==> src/rtl/riscv_pkg.sv <==
// Shared constants and types for the single-issue RISC-V core.
// Holds the ISA word width, the canonical NOP, the default boot address and the fetch FSM states.
package riscv_pkg;

    localparam int unsigned XLEN = 32;

    // addi x0, x0, 0
    localparam logic [XLEN-1:0] NOP_INSTR = 32'h0000_0013;

    localparam logic [XLEN-1:0] DEFAULT_RESET_PC = 32'h0000_0000;

    typedef enum logic {
        BOOT = 1'b0,
        RUN  = 1'b1
    } fetch_state_e;

endpackage

==> src/rtl/instruction_fetch_pc_reg.sv <==
// Program counter register with next-PC selection.
// Priority: redirect > hold (stall or boot) > sequential advance.
module pc_reg
    import riscv_pkg::*;
#(
    parameter logic [XLEN-1:0] RESET_PC = DEFAULT_RESET_PC
) (
    input  logic            clk_i,
    input  logic            rst_i,
    input  logic            hold_i,
    input  logic            redirect_valid_i,
    input  logic [XLEN-1:0] redirect_aligned_i,
    output logic [XLEN-1:0] pc_o
);

    logic [XLEN-1:0] pc_p0;
    logic [XLEN-1:0] pc_next;

    always_comb begin
        pc_next = pc_p0;
        if (redirect_valid_i) begin
            pc_next = redirect_aligned_i;
        end else if (!hold_i) begin
            // Unsigned add wraps 32'hFFFF_FFFC to zero.
            pc_next = pc_p0 + 32'd4;
        end
    end

    always_ff @(posedge clk_i or posedge rst_i) begin
        if (rst_i) begin
            pc_p0 <= RESET_PC;
        end else begin
            pc_p0 <= pc_next;
        end
    end

    assign pc_o = pc_p0;

endmodule

==> src/rtl/instruction_fetch.sv <==
// Fetch stage: drives the PC to the instruction memory and captures {pc, instruction}
// into the IF/ID register, handling decode stalls and execute-stage redirects.
module instruction_fetch
    import riscv_pkg::*;
#(
    parameter logic [XLEN-1:0] RESET_PC   = DEFAULT_RESET_PC,
    parameter int unsigned     IMEM_WORDS = 4096
) (
    input  logic            clk_i,
    input  logic            rst_i,
    input  logic            stall_i,
    input  logic            redirect_valid_i,
    input  logic [XLEN-1:0] redirect_addr_i,
    output logic [XLEN-1:0] instruction_addr_o,
    input  logic [XLEN-1:0] instruction_i,
    output logic [XLEN-1:0] if_id_pc_o,
    output logic [XLEN-1:0] if_id_instruction_o,
    output logic            if_id_valid_o,
    output logic            fetch_misaligned_o,
    output logic            fetch_oob_o,
    output logic [XLEN-1:0] fetch_count_o
);

    // Widened by one bit so a full 4 GiB memory does not overflow the bound.
    localparam logic [XLEN:0] IMEM_BYTES = (XLEN+1)'(IMEM_WORDS) * (XLEN+1)'(4);

    fetch_state_e state, state_next;
    logic         boot_hold;
    logic         pc_hold;
    logic [XLEN-1:0] pc;

    logic [XLEN-1:0] if_id_pc_p1;
    logic [XLEN-1:0] if_id_instr_p1;
    logic            vld_p1;
    logic            misaligned_p1;
    logic [XLEN-1:0] count_p1;

    always_ff @(posedge clk_i or posedge rst_i) begin
        if (rst_i) begin
            state <= BOOT;
        end else begin
            state <= state_next;
        end
    end

    always_comb begin
        state_next = state;
        case (state)
            BOOT:    state_next = RUN;
            RUN:     state_next = RUN;
            default: state_next = BOOT;
        endcase
    end

    always_comb begin
        boot_hold = (state == BOOT);
    end

    assign pc_hold = stall_i | boot_hold;

    pc_reg #(
        .RESET_PC(RESET_PC)
    ) u_pc_reg (
        .clk_i              (clk_i),
        .rst_i              (rst_i),
        .hold_i             (pc_hold),
        .redirect_valid_i   (redirect_valid_i),
        .redirect_aligned_i ({redirect_addr_i[XLEN-1:2], 2'b00}),
        .pc_o               (pc)
    );

    // ---- IF/ID boundary ----
    always_ff @(posedge clk_i or posedge rst_i) begin
        if (rst_i) begin
            if_id_pc_p1    <= '0;
            if_id_instr_p1 <= NOP_INSTR;
            vld_p1         <= 1'b0;
            misaligned_p1  <= 1'b0;
            count_p1       <= '0;
        end else if (redirect_valid_i) begin
            if_id_pc_p1    <= pc;
            if_id_instr_p1 <= NOP_INSTR;
            vld_p1         <= 1'b0;
            misaligned_p1  <= |redirect_addr_i[1:0];
        end else if (boot_hold) begin
            // Boot edge: IF/ID stays empty while the PC settles at RESET_PC.
            if_id_pc_p1    <= '0;
            if_id_instr_p1 <= NOP_INSTR;
            vld_p1         <= 1'b0;
            misaligned_p1  <= 1'b0;
        end else if (stall_i) begin
            misaligned_p1  <= 1'b0;
        end else begin
            if_id_pc_p1    <= pc;
            if_id_instr_p1 <= instruction_i;
            vld_p1         <= 1'b1;
            misaligned_p1  <= 1'b0;
            count_p1       <= count_p1 + 32'd1;
        end
    end

    assign instruction_addr_o  = pc;
    assign if_id_pc_o          = if_id_pc_p1;
    assign if_id_instruction_o = if_id_instr_p1;
    assign if_id_valid_o       = vld_p1;
    assign fetch_misaligned_o  = misaligned_p1;
    assign fetch_count_o       = count_p1;
    assign fetch_oob_o         = ({1'b0, pc} >= IMEM_BYTES);

endmodule

==> config.mk <==
export PLATFORM = sky130hd
export DESIGN_NAME = instruction_fetch
export DESIGN_NICKNAME = d
export VERILOG_FILES = /design/src/rtl/riscv_pkg.sv /design/src/rtl/instruction_fetch_pc_reg.sv /design/src/rtl/instruction_fetch.sv
export SDC_FILE = /design/constraint.sdc
export NUM_CORES = 1
export LEC_CHECK = 0
export BUFFER_PORTS_ARGS = -buffer_cell sky130_fd_sc_hd__buf_2
export CELL_PAD_IN_SITES_DETAIL_PLACEMENT = 1
export CELL_PAD_IN_SITES_GLOBAL_PLACEMENT = 2
export CORE_AREA = 2 2 138 140
export CTS_CLUSTER_DIAMETER = 120
export CTS_CLUSTER_SIZE = 28
export DETAILED_ROUTE_END_ITERATION = 10
export DIE_AREA = 0 0 140 142
export PLACE_DENSITY = 0.88
export SETUP_SLACK_MARGIN = 0.5
export SYNTH_ARGS = -nofsm -noshare
export SYNTH_HDL_FRONTEND = slang
export SYNTH_SLANG_ARGS = --single-unit
==> constraint.sdc <==
create_clock -name clk_i -period 5.6 [get_ports clk_i]
set_input_delay 0.84 -clock clk_i [delete_from_list [all_inputs] [get_ports clk_i]]
set_output_delay 0.84 -clock clk_i [all_outputs]
set_load 0.005 [all_outputs]
# --- Word-level counts from Yosys, hierarchy flattened ---
# Index checks and enable logic that the tools add are counted.
word_totals:
  regBits: 131
  wordCells: 30
classes:
  add_sub_neg: 2
  magnitude_cmp: 1
  n_eq_ne: 2
  mux: 12
  bitwise: 4
  n_reduce_logical: 2
ops:
  columns: ["operator", "n"]
  rows:
  - ["2-to-1 mux 32 bit", 8]
  - ["adder 32 x 1 -> 32 bit, second input constant", 1]
  - ["adder 32 x 3 -> 32 bit, second input constant", 1]
  - ["greater-or-equal comparator 32 x 15 -> 1 bit, second input constant", 1]
  - ["2-to-1 mux 1 bit", 4]
  - ["!= test 3 bit, second input constant", 1]
  - ["inverter 1 bit", 3]
  - ["AND reduction 3 bit", 1]
  - ["!= test 2 bit, second input constant", 1]
  - ["OR reduction 2 bit", 1]
  - ["bitwise OR 1 bit", 1]

# --- Logic depth before layout (Yosys ltp) ---
depth:
  depth_word: 4
  depth_mapped: 7
  ltp_nobuf: 6

# --- Hierarchy ---
# Synthesis repeated with hierarchy kept, for this count alone.
unflattened:
  cells_unflattened: 488
  area_unflattened_um2: 5677.9
by_module_without_submodules:
  columns: ["mod", "n_inst", "cells_each", "area_per_inst_um2"]
  rows:
  - ["instruction_fetch", 1, 288, 3826.2]
  - ["pc_reg", 1, 200, 1851.8]

# --- Worst setup path before layout ---
# No wires, ideal clock.
synth_timing:
  path_kind: "input to register"
  from: "input redirect_valid_i"
  to: "register count_p1[29] (netlist: fetch_count_o[29])"
  setup_ns: 0.123
  arrival_time_ns: 2.348
  required_ns: 5.477
  slack_ns: 3.129
  path_stages: 6
  path_cell_list: "or3b_1 buf_6 or4_4 nor2_8 nand4_1 xnor2_1"
synth_between:
  elab_chain_len: 2
synth_lines:
  columns: ["element", "line", "rtl"]
  rows:
  - ["from (decl)", "instruction_fetch.sv:12", "input logic redirect_valid_i,"]
  - ["inverter 1 bit (no line)", null, null]
  - ["AND reduction 3 bit (no line)", null, null]
  - ["to (signal assigned)", "instruction_fetch.sv:98", "count_p1 <= count_p1 + 32'd1;"]
  - ["to (decl)", "instruction_fetch.sv:36", "logic [XLEN-1:0] count_p1;"]
# No other way between the ends.
# A chain may end at the register's enable or synchronous reset.

# --- Worst setup path after layout ---
layout_timing:
  from: "register u_pc_reg.pc_p0[23] (netlist: u_pc_reg.pc_o[23])"
  to: "output fetch_oob_o"
layout_between:
  elab_chain_len: 1
layout_lines:
  columns: ["element", "line", "rtl"]
  rows:
  - ["from (decl)", "instruction_fetch_pc_reg.sv:16", "logic [XLEN-1:0] pc_p0;"]
  - ["from (signal assigned)", "instruction_fetch_pc_reg.sv:33", "pc_p0 <= pc_next;"]
  - ["greater-or-equal comparator 32 x 15 -> 1 bit", "instruction_fetch.sv:108", "assign fetch_oob_o = ({1'b0, pc} >= IMEM_BYTES);"]
  - ["to (decl)", "instruction_fetch.sv:20", "output logic fetch_oob_o,"]
# No other way between the ends.

==> run_results.csv <==
group,metric,value,unit
cells_and_area,areaGrowthSynthToFinish,32.06,%
power_and_ir_drop,internal_power,0.001734,W
synthesis,synth_seq_area_share,58.53,%
floorplanning,die_w,140,um
floorplanning,io_pins,199,
cts,tritoncts,"built",
timing,period_share,51.55,%
power_and_ir_drop,switching_share,26.89,%
worst_setup_path,cp.required,4.76,ns
cells_and_area,n_fill_cell,2081,
timing,worstMarginPinSlew,1.203,ns
route,drc,19,
synthesis,synth_ff_type,"dfrtp_1",
timing,tns,0,ns
grt,grt_use_total,17.03,%
floorplanning,core_area,18460,sq um
route,dr.pass1.iters,10,
cts,hold_buffers,0,
synthesis,synth_edf_count,0,
floorplanning,dieArea,19880,sq um
route,routed_wl,16870,um
route,vias,4525,
grt,grt_pass1_wl,26570,um
floorplanning,die_h,142,um
cts,clock_path_buffers,2,
synthesis,postSynthCellCount,476,
timing,setup_viol_count_final,0,
timing,post-route-min-period,2.887,ns
cts,htreeDepth,4,
power_and_ir_drop,p_switching,0.0006376,W
floorplanning,initial_core_util,29.46,%
cells_and_area,nets,737,
synthesis,async_reset_ff_share,100.0,%
place,portBuffers,194,
power_and_ir_drop,comb_power_share,10.7,%
grt,grt_remaining_overflow,0,
synthesis,yosys_warnings,0,
worst_setup_path,startpoint_type,"register",
cells_and_area,mostFrequentLayoutCells,"194 x buf_2, 124 x dfrtp_1, 59 x a22o_1",
cts,cts_resized,0,
route,viasPerCell,4.956,
place,place.detailed.hpwl,12000,um
cts,cts-root-buf,"clkbuf_16",
synthesis,avgSynthCellArea,11.42,sq um
min_path,hold_path.class,"reg -> reg",
timing,max_freq,346.4,MHz
floorplanning,rows,50,
synthesis,synth_seq_cells,127,
power_and_ir_drop,p_total,0.002371,W
cts,numCtsBuffers,17,
cts,clkSinkCount,127,
timing,finalClockSkew,0.008639,ns
route,ant_nets,0,
cts,clock_latency,0.42,ns
grt,grt_pass1_vias,4728,
power_and_ir_drop,cellPowerDensity,330.3,nW/um^2
timing,finalHoldViolCount,0,
worst_setup_path,critical_path_class,"reg -> out",
timing,rsz0062_at_grt,"no",
power_and_ir_drop,leakagePower,3.585,nW
cts,clk_pin_slew,0.06,ns
outcome,violations,"design-rule violations",
timing,max_slew_margin,19.80,%
power_and_ir_drop,ir_worst_vdd,203.1,uV
worst_setup_path,critPathArrivalTime,2.05,ns
power_and_ir_drop,clkPwrFrac,44.6,%
cells_and_area,n_antenna_cell,0,
place,gp_congestion,0.8045,
timing,finalMaxSlewViolations,0,
cells_and_area,layout-drive-gt1-share,35.64,%
synthesis,ys_types,43,
synthesis,netlist_area,5436,sq um
cts,cts_setup_buffers,0,
outcome,status,"finished with violations",
power_and_ir_drop,pwr-share-seq,44.7,%
route,avgRoutedWirePerCell,18.47,um
job,max_cap_violations,0,
worst_setup_path,end_kind,"output pin",
route,drt_iter0_drc,228,
grt,antenna_found_initial,0,
grt,grt_max_degree,86,
worst_setup_path,cp_max_fo,8,
cells_and_area,final_common_cell,"buf_2",
==> power groups by stage <==
stage | logic (W) | clock network, W | registers, W
2_1_floorplan | 0.000121 | 0 | 0.00106
3_3_place_gp | 0.000250 | 0 | 0.00107
3_5_place_dp | 0.000259 | 0 | 0.00108
4_1_cts | 0.000261 | 0.00108 | 0.00106
5_1_grt | 0.000282 | 0.00113 | 0.00107
6_report | 0.000253 | 0.00106 | 0.00106
==> worst paths after layout <==
check | startpoint | to | slack, ns | depth (start not counted)
worst min register to register | fetch_count_o[13]$_DFFE_PP0P_ | fetch_count_o[13]$_DFFE_PP0P_ | 0.49 | 1
max in group asynchronous | rst_i | if_id_pc_o[6]$_DFFE_PP0P_ | 3.90 | 3
worst max-delay path | u_pc_reg.pc_o[23]$_DFFE_PP0N_ | fetch_oob_o | 2.71 | 3
worst min-delay path | fetch_count_o[13]$_DFFE_PP0P_ | fetch_count_o[13]$_DFFE_PP0P_ | 0.49 | 1
worst max register to register | u_pc_reg.pc_o[2]$_DFFE_PP0N_ | u_pc_reg.pc_o[30]$_DFFE_PP0N_ | 3.16 | 6
min in group asynchronous | rst_i | fetch_count_o[12]$_DFFE_PP0P_ | 0.57 | 2
==> critical path, cell delays in order (launching register included) <==
cell	delay [ns]
dfrtp_1	0.49
or4_1	0.54
or4_1	0.47
buf_2	0.14
==> flip-flops by register name (all words and copies together), names as in the netlist <==
signal,cells
fetch_count_o,32
state,1
fetch_misaligned_o,1
if_id_instruction_o,32
if_id_pc_o,30
if_id_valid_o,1
u_pc_reg.pc_o,30
==> synth_stat cells, types with 2 or more instances <==
cell type / number / share of area, %
a21oi_1: 2 / 0.18
a22o_1: 59 / 9.5
and2_1: 2 / 0.23
and3_1: 9 / 1.0
and4_1: 3 / 0.48
buf_1: 3 / 0.21
buf_4: 4 / 0.55
clkbuf_1: 20 / 1.4
conb_1: 2 / 0.14
dfrtp_1: 124 / 57
dfstp_2: 3 / 1.5
ha_1: 3 / 0.69
inv_1: 7 / 0.48
nand2_1: 54 / 3.7
nand2b_1: 2 / 0.23
nand3_1: 19 / 1.7
nand4_1: 23 / 2.6
nor2_1: 14 / 0.97
nor3_1: 5 / 0.46
nor4_1: 6 / 0.69
nor4_2: 2 / 0.46
o211a_1: 2 / 0.37
o21ai_0: 30 / 2.8
o22a_1: 3 / 0.48
or3_1: 2 / 0.23
or4_1: 2 / 0.28
xnor2_1: 30 / 4.8
xor2_1: 26 / 4.2
==> metal layers <==
layer  wire length [um]  share of wire, %  track usage, %  vias to the layer above
met5                  0                 0               0                        -
met3               1227               7.3           4.812                       15
met1               7318                43           21.68                     2266
met4                172               1.0           5.157                        0
met2               8148                48           28.39                      172
li1                   -                 -               -                     2072
==> through the flow <==
step                      hold slack (ns)  setup WS, ns  area [sq um]  std cells  util, %
after floorplan                    0.4683         1.381          5448        479        -
after detailed placement           0.4803         2.291          6610        881    35.82
after global placement             0.4569         2.358          6610        881    35.82
after global routing               0.5112         2.609          7179        913    38.90
final                              0.4864         2.713          7179        913    38.90
after CTS                          0.4934         2.697          7179        913    38.90
==> cells by family after synthesis <==
logic type | after synthesis | share of synthesized area [%]
AO/OA/AOI/OAI | 98 | 13.58
XOR/XNOR | 56 | 9.022
adder cells (fa/ha/maj) | 3 | 0.6905
buffers and inverters | 36 | 2.923
flip-flops | 127 | 58.53
other | 2 | 0.1381
AND/OR/NAND/NOR | 154 | 15.12
==> final cells by class <==
class / count / area, sq um / share of cell area [%]
clock inverters: 12 / 112.6 / 1.568
well taps: 234 / 292.8 / 4.078
inverters: 7 / 31.28 / 0.4357
flip-flops and latches: 127 / 3182 / 44.32
repair buffers: 197 / 993.5 / 13.84
clock buffers: 20 / 456.7 / 6.361
multi-input cells: 316 / 2111 / 29.40
(Power assumes the default switching activity.)
